File: src/rtl/demux_event_counter.sv
// -----------------------------------------------------------------------------
// demux_event_counter
//
// Purpose:
//   Registers the four demultiplexer output lines, counts rising edges on each
//   line in an independent saturating counter, serves counter values through
//   a one-deep request/response read port and raises a sticky error flag when
//   more than one line is high in the same cycle.
//
// Ports:
//   clk        in   1      system clock, all state updates on rising edge
//   rst        in   1      synchronous active-high reset
//   ch_in      in   4      demux outputs, bit i = out i (synchronous to clk)
//   rd_req     in   1      read request strobe
//   rd_sel     in   2      channel index to read, sampled with rd_req
//   rd_data    out  CNT_W  counter value returned for the read
//   rd_valid   out  1      one-cycle pulse qualifying rd_data
//   multi_err  out  1      sticky multi-hot violation flag
//   err_clr    in   1      clears multi_err (a same-cycle violation wins)
//   ch_active  out  4      registered copy of ch_in
//
// Parameters:
//   CNT_W        width of each per-channel event counter
//   CLR_ON_READ  1: a read clears the addressed counter, 0: reads are
//                non-destructive
// -----------------------------------------------------------------------------
module demux_event_counter #(
    parameter int CNT_W       = 8,
    parameter bit CLR_ON_READ = 1'b1
) (
    input  logic             clk,
    input  logic             rst,
    input  logic [3:0]       ch_in,
    input  logic             rd_req,
    input  logic [1:0]       rd_sel,
    output logic [CNT_W-1:0] rd_data,
    output logic             rd_valid,
    output logic             multi_err,
    input  logic             err_clr,
    output logic [3:0]       ch_active
);

    localparam logic [CNT_W-1:0] L_ZERO = {CNT_W{1'b0}};
    localparam logic [CNT_W-1:0] L_ONE  = {{(CNT_W-1){1'b0}}, 1'b1};
    localparam logic [CNT_W-1:0] L_MAX  = {CNT_W{1'b1}};

    // Read path: IDLE, or RESP for the cycle after a request was captured.
    typedef enum logic [0:0] {
        ST_IDLE = 1'b0,
        ST_RESP = 1'b1
    } rd_state_t;

    // True when more than one bit of the vector is set (clearing the lowest
    // set bit leaves something behind).
    function automatic logic f_multi_hot(input logic [3:0] v);
        return ((v & (v - 4'd1)) != 4'd0);
    endfunction

    rd_state_t        r_state;
    rd_state_t        w_state_nxt;
    logic [3:0]       r_ch_active;
    logic [3:0]       r_hist;
    logic [3:0]       w_edge;
    logic [3:0]       w_clr;
    logic [CNT_W-1:0] r_cnt     [4];
    logic [CNT_W-1:0] w_cnt_nxt [4];
    logic [1:0]       r_rd_sel;
    logic [CNT_W-1:0] r_rd_data;
    logic             r_rd_valid;
    logic             r_multi_err;
    logic             w_multi_nxt;

    assign rd_data   = r_rd_data;
    assign rd_valid  = r_rd_valid;
    assign multi_err = r_multi_err;
    assign ch_active = r_ch_active;

    // Rising edge on the registered copy of each line.
    assign w_edge = r_ch_active & ~r_hist;

    // Read-path next state: a request always (re)enters RESP, which lasts one cycle.
    always_comb begin
        w_state_nxt = r_state;
        case (r_state)
            ST_IDLE: begin
                if (rd_req) begin
                    w_state_nxt = ST_RESP;
                end else begin
                    w_state_nxt = ST_IDLE;
                end
            end
            ST_RESP: begin
                if (rd_req) begin
                    w_state_nxt = ST_RESP;
                end else begin
                    w_state_nxt = ST_IDLE;
                end
            end
            default: begin
                w_state_nxt = ST_IDLE;
            end
        endcase
    end

    // Read-path state register; reset drops any pending request.
    always_ff @(posedge clk) begin
        if (rst) begin
            r_state <= ST_IDLE;
        end else begin
            r_state <= w_state_nxt;
        end
    end

    // Per-channel counter next value. A clear that coincides with an edge on
    // the same channel lands at 1 so the event is not lost.
    always_comb begin
        for (int i = 0; i < 4; i++) begin
            w_clr[i]     = 1'b0;
            w_cnt_nxt[i] = r_cnt[i];
            if (CLR_ON_READ && (r_state == ST_RESP) && (r_rd_sel == i[1:0])) begin
                w_clr[i] = 1'b1;
            end else begin
                w_clr[i] = 1'b0;
            end
            if (w_clr[i]) begin
                if (w_edge[i]) begin
                    w_cnt_nxt[i] = L_ONE;
                end else begin
                    w_cnt_nxt[i] = L_ZERO;
                end
            end else if (w_edge[i] && (r_cnt[i] != L_MAX)) begin
                w_cnt_nxt[i] = r_cnt[i] + L_ONE;
            end else begin
                w_cnt_nxt[i] = r_cnt[i];
            end
        end
    end

    // Sticky multi-hot flag: a violation takes priority over err_clr.
    always_comb begin
        w_multi_nxt = r_multi_err;
        if (f_multi_hot(r_ch_active)) begin
            w_multi_nxt = 1'b1;
        end else if (err_clr) begin
            w_multi_nxt = 1'b0;
        end else begin
            w_multi_nxt = r_multi_err;
        end
    end

    // Input registering, edge history, counters and error flag.
    always_ff @(posedge clk) begin
        if (rst) begin
            r_ch_active <= 4'b0000;
            r_hist      <= 4'b0000;
            r_multi_err <= 1'b0;
            for (int i = 0; i < 4; i++) begin
                r_cnt[i] <= L_ZERO;
            end
        end else begin
            r_ch_active <= ch_in;
            r_hist      <= r_ch_active;
            r_multi_err <= w_multi_nxt;
            for (int i = 0; i < 4; i++) begin
                r_cnt[i] <= w_cnt_nxt[i];
            end
        end
    end

    // Read capture and response: rd_data returns the counter as it stood
    // after the request edge and otherwise holds its last value.
    always_ff @(posedge clk) begin
        if (rst) begin
            r_rd_sel   <= 2'd0;
            r_rd_data  <= L_ZERO;
            r_rd_valid <= 1'b0;
        end else begin
            if (rd_req) begin
                r_rd_sel <= rd_sel;
            end else begin
                r_rd_sel <= r_rd_sel;
            end
            if (r_state == ST_RESP) begin
                r_rd_valid <= 1'b1;
                r_rd_data  <= r_cnt[r_rd_sel];
            end else begin
                r_rd_valid <= 1'b0;
                r_rd_data  <= r_rd_data;
            end
        end
    end

endmodule

File: config.mk
export PLATFORM = sky130hd
export DESIGN_NAME = demux_event_counter
export DESIGN_NICKNAME = d
export VERILOG_FILES = /design/src/rtl/demux_event_counter.sv
export SDC_FILE = /design/constraint.sdc
export NUM_CORES = 1
export LEC_CHECK = 0
export ABC_CLOCK_PERIOD_IN_PS = 4550
export CELL_PAD_IN_SITES_DETAIL_PLACEMENT = 0
export CELL_PAD_IN_SITES_GLOBAL_PLACEMENT = 1
export CORE_MARGIN = 2
export CORE_UTILIZATION = 25
export DETAILED_ROUTE_END_ITERATION = 8
export PLACE_DENSITY = 0.5
export SLEW_MARGIN = 20
export SYNTH_ARGS = -nofsm -noshare
export SYNTH_HDL_FRONTEND = slang
export SYNTH_SLANG_ARGS = --single-unit
File: constraint.sdc
create_clock -name clk -period 4.55 [get_ports clk]
set_input_delay 1.365 -clock clk [delete_from_list [all_inputs] [get_ports clk]]
set_output_delay 1.365 -clock clk [all_outputs]
set_load 0.005 [all_outputs]
==> metrics.md, run 1 <==
| Metric | Value |
|---|---|
| Cell Pwr Density | approximately 280 nW/µm² |
| Setup Fix Bufs, Post-CTS | 0 |
| DR iter-0 viols | 50 |
| CTS root buf | clkbuf_8 |
| Insertion delay to the later sink of the worst-skew pair | between 300 and 400 ps |
| Initial antenna violation count | 0 |
| CP max stage delay | 560 ps |
| Kind of critical path | flop to primary output |
| Post-synth ARST share | 0 |
| Nets | 291 |
| Pin count of the biggest net entering global routing | 16 |
| Arr. time, crit path | 1360 ps |
| Core area | 9680 µm² |
| Area of the mapped netlist | around 2500 µm² |
| Slowest stage cell, crit path | clkdlybuf4s50_1 |
| Number of global-route vias before repair | 1762 |
| Layout Cells excl Fill | 411 |
| Global route total overflow | 0 |
| DIE WIDTH | slightly above 100 µm |
| CP Max Fanout | 7 |
| Vias/cell | between 4 and 5 |
| CP cell instances | clkdlybuf4s50_1 |
| Startpoint Class | flop |
| Status | finished clean |
| Period utilisation layout | 0.599 |
| Antenna Cells | 0 |
| IO buf count | 23 |
| Area Growth Syn to Fin | 17.9% |
| Worst hold slack | 480 ps |
| ANT nets after route | 0 |
| Overall routing resource usage | 0.121 |
| Minimum clock period | roughly 2700 ps |
| Area leader, netlist | dfxtp_1 |
| CTS tree | done |
| Cts bufs inserted | 5 |
| Slew Limit Headroom | 0.515 |
| Leak pwr | ~1.0 nW |
| HP Class | flop to flop |
| Final HPWL DP | about 4700 µm |
| Unrepaired setup endpoints after global routing | false |
| Clk_skew | approximately 9.8 ps |
| Peak VDD IR | approximately 0.09 mV |
| DRC | 0 |
| Avg Inst Size Synth | slightly below 10 µm² |
| Placer's final routability congestion estimate | slightly above 0.7 |
| Synth Flop Type | dfxtp_1 |
| Buffers and inverters on the worst path | 1 |
| Initial Util | 0.256 |
| H-tree depth reported by CTS | 2 |
| WP data required | about 3200 ps |
| Gate Count Post-Synth | 254 |
| Die Y | between 100 and 150 µm |
| Slew @ Worst Pin | 726 ps |
| EDFF count, synth | 0 |
| Final setup fails | 0 |
| Cts hold-fix bufs | 0 |
| Netlist cell types | between 40 and 50 |
| Count of pins over their slew limit | 0 |
| First-pass DRT Iterations | 5 |
| Fmax | approximately 370 MHz |
| Sinks on Clock Net | 53 |
| Syn nets | 268 |
| Die ar. | about 11000 µm² |
| Num rows | 36 |
| First-pass GRT wire length | between 10000 and 15000 µm |
| Post-CTS Resized | 0 |
| Worst-path clk slew | approximately 100 ps |
| CP top delay family | buffers and inverters |
| Fin Setup TNS | 0 ps |
| Fillers | between 1k and 1.5k |
| Share of the synthesized area in the top cell type | 0.428 |
| Clk buf depth | 2 |
| Layout cell share with drive strength beyond 1 | 0.0540 |
| Routed wire length per instance | between 15 and 20 µm |
| Via Count | ~1.9k |
| Max-Cap Viols | 0 |
| Final WL | 6220 µm |
| Synth Register Bits | 53 |
| Fin. Hold Viols | 0 |
| CP endpoint kind | primary output |
| Syn. warnings | 0 |
| Placed cells | 403 |
| Ports | 24 |
| Synth area leaders | dfxtp_1 43%, mux4_2 6.4%, mux2i_1 6.1% |
| Post-synthesis sequential area ratio | 0.428 |
[registers in the layout, summed over array words and instances (netlist names)]
| register | flops |
|---|---|
| rd_data | 8 |
| rd_valid | 1 |
| r_cnt | 32 |
| r_state | 1 |
| r_rd_sel | 2 |
| ch_active | 4 |
| multi_err | 1 |
| r_hist | 4 |
[cells by family after synthesis]
group                    after synthesis  synth area share
multiplexers                          23             0.135
AND/OR/NAND/NOR                       98             0.212
buffers and inverters                 14            0.0257
adder cells (fa/ha/maj)                5            0.0242
XOR/XNOR                              13            0.0459
flip-flops                            53             0.428
AO/OA/AOI/OAI                         48             0.129
[stage by stage]
step / cell area (µm²) / total power (W) / worst slack [ps] / utilization
floorplan: 2480 / 0.000533 / 2380 / -
global placement: 2840 / 0.000560 / 1490 / 0.294
detailed placement: 2840 / 0.000560 / 1480 / 0.294
CTS: 2920 / 0.000828 / 1790 / 0.302
global route: 2920 / 0.000851 / 1640 / 0.302
finish: 2920 / 0.000812 / 1820 / 0.302
[cell usage in the layout, fill, tap and decap left out, drive strengths merged, types with 6 or more instances in the layout]
cell type | netlist | final
nor2b | 14 | 14
clkbuf | 3 | 8
nand3 | 9 | 9
and3 | 6 | 6
a21oi | 12 | 12
o211ai | 8 | 8
o21ai | 10 | 10
xor2 | 11 | 11
nor2 | 31 | 31
clkdlybuf4s50 | 0 | 23
nand4 | 7 | 7
mux4 | 8 | 8
inv | 6 | 6
mux2i | 15 | 15
nand2 | 10 | 10
dfxtp | 53 | 53
[worst paths after layout]
kind	start	end	slack, ps	depth (start not counted)
setup / recovery	ch_active[3]	ch_active[3]	1820	1
hold reg to reg	multi_err	multi_err	480	2
hold / removal	multi_err	multi_err	480	2
setup reg to reg	r_state	r_cnt[0][0]	2790	3
[synth_stat cells (2+ instances only)]
library cell  number
a211oi_1           3
a21oi_1           12
a31oi_1            4
a41o_1             2
and3_1             6
and4b_1            3
buf_1              2
buf_2              2
clkbuf_1           2
dfxtp_1           53
ha_1               4
inv_1              6
mux2i_1           15
mux4_2             7
nand2_1           10
nand2b_1           4
nand3_1            9
nand3b_1           2
nand4_1            7
nor2_1            31
nor2b_1           14
o2111ai_1          2
o211ai_1           8
o21ai_0            8
o21ai_1            2
or3_1              4
or4_1              2
xnor2_1            2
xor2_1            11
[report_power, final]
| group | internal, W | total [W] | switching [W] |
|---|---|---|---|
| registers | 0.000473 | 0.000491 | 0.0000175 |
| logic | 0.0000321 | 0.0000567 | 0.0000246 |
| clock network | 0.000110 | 0.000264 | 0.000154 |
[layer usage]
metal  track usage  vias to the layer above  part of all wire
met1         0.167                      891              0.51
met2         0.190                       34              0.45
met4        0.0347                        0             0.013
li1              -                      981                 -
met5             0                        -                 0
met3        0.0271                        8             0.036
[layout make-up]
class | count | area [µm²] | share of cell area
Multi-Input combinational cell | 187 | 1360 | 0.464
Sequential cell | 53 | 1060 | 0.363
Tap cell | 133 | 166 | 0.0569
Timing Repair Buffer | 24 | 238 | 0.0813
Clock buffer | 8 | 80.1 | 0.0274
Inverter | 6 | 22.5 | 0.00771
No activity file was read; power rests on OpenSTA's default activity.
==> run 2: changes to the inputs <==
Settings changed: ABC_CLOCK_PERIOD_IN_PS 4550 to 2800.
Clock period 4.55 ns to 2.8 ns, I/O delays scaled along.
==> metrics.md, run 2 (synthesis results as in run 1) <==
| Metric | Value |
|---|---|
| CTS tree | done |
| Post-Layout Inst Area | around 2900 µm² |
| ANT nets after route | 0 |
| Die ar. | 10700 µm² |
| Nets | between 200 and 300 |
| IO buf count | 23 |
| Kind of critical path | flop to primary output |
| Core area | just under 10000 µm² |
| Count of pins over their slew limit | 0 |
| Final HPWL DP | between 4000 and 5000 µm |
| Pin count of the biggest net entering global routing | 27 |
| Clk_skew | 6.01 ps |
| CP cell instances | clkdlybuf4s50_1 |
| Initial Util | 0.256 |
| First-pass GRT wire length | between 10000 and 15000 µm |
| Worst-path clk slew | approximately 90 ps |
| Slew @ Worst Pin | approximately 680 ps |
| DRC | 0 |
| Final WL | about 6000 µm |
| Hold path start | multi_err |
| Status | finished clean |
| Final setup fails | 0 |
| Via Count | 1932 |
| Max-Cap Viols | 0 |
| Initial antenna violation count | 0 |
| DIE WIDTH | 104 µm |
| Fmax | 450 MHz |
| Fin Setup TNS | 0 ps |
| Cts bufs inserted | 5 |
| First-pass DRT Iterations | 4 |
| Overall routing resource usage | 0.118 |
| CTS root buf | clkbuf_8 |
| Period utilisation layout | 0.794 |
| Total Power | 0.00132 W |
| Reg2reg start | r_rd_sel[0] |
| Minimum clock period | 2220 ps |
| Commonest non-fill, non-tap cell in the layout | dfxtp_1 |
| Cts hold-fix bufs | 0 |
| Top reg by flops | r_cnt |
| Arr. time, crit path | about 1400 ps |
| Clk buf depth | 2 |
| Placer's final routability congestion estimate | approximately 0.70 |
| Placed cells | around 400 |
| Unrepaired setup endpoints after global routing | false |
| WHS Endpoint | multi_err |
| CP endpoint kind | primary output |
| WP data required | 1960 ps |
| DR iter-0 viols | slightly above 50 |
| Startpoint Class | flop |
| CP Max Fanout | 7 |
| Num rows | 36 |
| Layout Cells excl Fill | 412 |
| Reg2reg path depth | 3 |
| HP Class | flop to flop |
| Layout cell share with drive strength beyond 1 | 0.0645 |
| Insertion delay to the later sink of the worst-skew pair | approximately 300 ps |
| Sinks on Clock Net | 53 |
| Ports | 24 |
| Routed wire length per instance | around 15 µm |
| Slowest stage cell, crit path | clkdlybuf4s50_1 |
| CP top delay family | buffers and inverters |
| Post-CTS Resized | 0 |
| Final core utilization | 0.303 |
| Setup Fix Bufs, Post-CTS | 0 |
| Peak VDD IR | between 0.15 and 0.2 mV |
| Flop2flop setup slack | 1070 ps |
| Largest register FFs | 32 |
| Placed Area | about 2900 µm² |
| Die Y | around 100 µm |
| Leak pwr | between 1 and 1.5 nW |
| WHS Path Cells | 2 |
| Antenna Cells | 0 |
| Vias/cell | around 4.7 |
| Area Growth Syn to Fin | 18.3% |
| Number of global-route vias before repair | between 1.5k and 2k |
| Buffers and inverters on the worst path | 1 |
| Slew Limit Headroom | 0.544 |
| Worst r2r dst | rd_data[5] |
| Commonest cells after routing, fill and taps aside | 53 x dfxtp_1, 31 x nor2_1, 23 x clkdlybuf4s50_1 |
| CP max stage delay | about 570 ps |
| Global route total overflow | 0 |
| H-tree depth reported by CTS | 2 |
| Cell Pwr Density | around 450 nW/µm² |
| Fin. Hold Viols | 0 |
==> run 2: cell types whose count changed in the layout (fill, tap and decap cells not counted) <==
cell,change
clkinv_2,+2
buf_4,+1
clkbuf_1,-2
==> run 2: layer usage <==
| metal | global-route usage | vias to the layer above | part of all wire |
|---|---|---|---|
| li1 | - | 982 | - |
| met1 | 0.163 | 913 | 0.50 |
| met2 | 0.190 | 31 | 0.46 |
| met3 | 0.0227 | 6 | 0.030 |
| met4 | 0.0290 | 0 | 0.0098 |
| met5 | 0 | - | 0 |
==> run 2: layout make-up <==
class                           instances  area (µm²)
Timing Repair Buffer                   25         245
Clock inverter                          2        10.0
Clock buffer                            6        72.6
Multi-Input combinational cell        187        1360
Inverter                                6        22.5
Fill cell                            1017        6750
Sequential cell                        53        1060
Tap cell                              133         166
==> run 2: per-stage QoR <==
step,worst slack (ps),hold WS [ps]
after CTS,556,481
after detailed placement,751,457
final,577,479
after floorplan,1160,462
after global placement,732,464
after global routing,512,492
==> run 2: worst register-to-register path, delay by kind of cell (launching register included) <==
| family | cells | cell delay (ps) |
|---|---|---|
| multiplexers | 2 | 810 |
| flip-flops | 1 | 770 |
| AND/OR/NAND/NOR | 1 | 50 |
==> run 2: how the worst max path moves through the flow <==
stage / depth (start not counted) / startpoint / to
floorplan: 4 / rst / r_cnt[2][1]
global placement: 4 / rst / r_cnt[0][0]
detailed placement: 4 / rst / r_cnt[2][6]
CTS: 1 / ch_active[3] / ch_active[3]
global route: 1 / ch_active[3] / ch_active[3]
finish: 1 / ch_active[3] / ch_active[3]
==> run 2: where the power goes <==
| group | switching [W] | internal [W] | leakage [nW] |
|---|---|---|---|
| Clock | 0.000251 | 0.000174 | 0.0450 |
| Sequential | 0.0000253 | 0.000769 | 0.430 |
| Combinational | 0.0000439 | 0.0000529 | 0.572 |
==> run 3: changes to the inputs <==
Settings changed: ABC_CLOCK_PERIOD_IN_PS 2800 to 2100.
Clock period 2.8 ns to 2.1 ns, I/O delays scaled along.
==> metrics.md, run 3 (synthesis results as in run 1) <==
| Metric | Value |
|---|---|
| Pre-CTS WS | 187 ps |
| Final setup fails | 0 |
| Initial antenna violation count | 0 |
| Vias/cell | 4.67 |
| Clk buf depth | 2 |
| Global route total overflow | 0 |
| Buffers and inverters on the worst path | 1 |
| HP Class | flop to flop |
| Initial Util | 0.256 |
| Fillers | slightly above 1k |
| WP data required | about 1500 ps |
| First-pass GRT wire length | ~10000 µm |
| Clk_skew | about 13 ps |
| Final WL | around 6000 µm |
| Fmax | approximately 500 MHz |
| Kind of critical path | flop to primary output |
| Placer's final routability congestion estimate | ~0.72 |
| CP max stage delay | roughly 560 ps |
| Routed wire length per instance | approximately 15 µm |
| DR iter-0 viols | 50 |
| Cts bufs inserted | 5 |
| Pin count of the biggest net entering global routing | 27 |
| Worst hold slack | about 490 ps |
| Slew Limit Headroom | 0.617 |
| Antenna Cells | 0 |
| Top reg by flops | r_cnt |
| Largest register FFs | 32 |
| CP cell instances | clkdlybuf4s50_1 |
| Startpoint Class | flop |
| Cell Pwr Density | ~640 nW/µm² |
| Overall routing resource usage | 0.119 |
| Worst-path clk slew | ~100 ps |
| Fin. Hold Viols | 0 |
| CTS root buf | clkbuf_8 |
| Slowest stage cell, crit path | clkdlybuf4s50_1 |
| DIE WIDTH | ~100 µm |
| H-tree depth reported by CTS | 2 |
| Layout cell share with drive strength beyond 1 | 0.0712 |
| First-pass DRT Iterations | 4 |
| Leak pwr | roughly 1.1 nW |
| Period utilisation layout | 0.956 |
| Die ar. | roughly 11000 µm² |
| Total Power | a little under 0.002 W |
| Commonest cells after routing, fill and taps aside | 53 x dfxtp_1, 31 x nor2_1, 23 x clkdlybuf4s50_1 |
| IO buf count | 23 |
| DRC | 0 |
| Commonest non-fill, non-tap cell in the layout | dfxtp_1 |
| CP top delay family | buffers and inverters |
| Slew @ Worst Pin | ~570 ps |
| Final HPWL DP | approximately 4600 µm |
| Area Growth Syn to Fin | 20.7% |
| Post-CTS Resized | 0 |
| Fin worst setup slack | between 90 and 100 ps |
| Fin Setup TNS | 0 ps |
| Insertion delay to the later sink of the worst-skew pair | 310 ps |
| Die Y | about 100 µm |
| Setup Fix Bufs, Post-CTS | 0 |
| ANT nets after route | 0 |
| CP Max Fanout | 7 |
| Sinks on Clock Net | 53 |
| Max-Cap Viols | 0 |
| Arr. time, crit path | 1380 ps |
| Peak VDD IR | 0.269 mV |
| CTS tree | done |
| Minimum clock period | between 2000 and 2500 ps |
| Status | finished clean |
| Core area | roughly 9700 µm² |
| CP endpoint kind | primary output |
| Ports | 24 |
| Nets | 294 |
| Count of pins over their slew limit | 0 |
| Via Count | a little under 2k |
| Cts hold-fix bufs | 0 |
| Number of global-route vias before repair | 1876 |
| Num rows | 36 |
| Unrepaired setup endpoints after global routing | false |
-- run 3: area by class of cell --
| cell class | instances | area [µm²] | share of cell area |
|---|---|---|---|
| Timing Repair Buffer | 27 | 273 | 0.0911 |
| Sequential cell | 53 | 1060 | 0.354 |
| Multi-Input combinational cell | 187 | 1360 | 0.453 |
| Clock inverter | 1 | 30.0 | 0.0100 |
| Tap cell | 133 | 166 | 0.0556 |
| Inverter | 6 | 22.5 | 0.00752 |
| Clock buffer | 7 | 86.3 | 0.0288 |
-- run 3: final timing paths --
kind	start	end	slack [ps]	depth (start not counted)
max	ch_active[3]	ch_active[3]	90	1
max reg2reg	r_cnt[3][0]	r_cnt[3][3]	400	5
min reg2reg	multi_err	multi_err	490	2
min	multi_err	multi_err	490	2
-- run 3: metrics by stage --
stage / instances / cell area [µm²] / utilization
2_1_floorplan: 254 / 2480 / -
3_3_place_gp: 406 / 2880 / 0.297
3_5_place_dp: 406 / 2880 / 0.297
4_1_cts: 414 / 2990 / 0.309
5_1_grt: 414 / 2990 / 0.309
6_report: 414 / 2990 / 0.309
-- run 3: metal layers --
layer,share of wire,track usage
met3,0.033,0.0220
met4,0.0086,0.0290
met5,0,0
met1,0.51,0.166
met2,0.45,0.192
-- run 3: where the power goes --
group          leakage (nW)  total [W]  switching (W)  internal, W
logic                 0.587   0.000135      0.0000591    0.0000754
clock network        0.0585   0.000730       0.000340     0.000389
registers             0.430    0.00106      0.0000332      0.00103
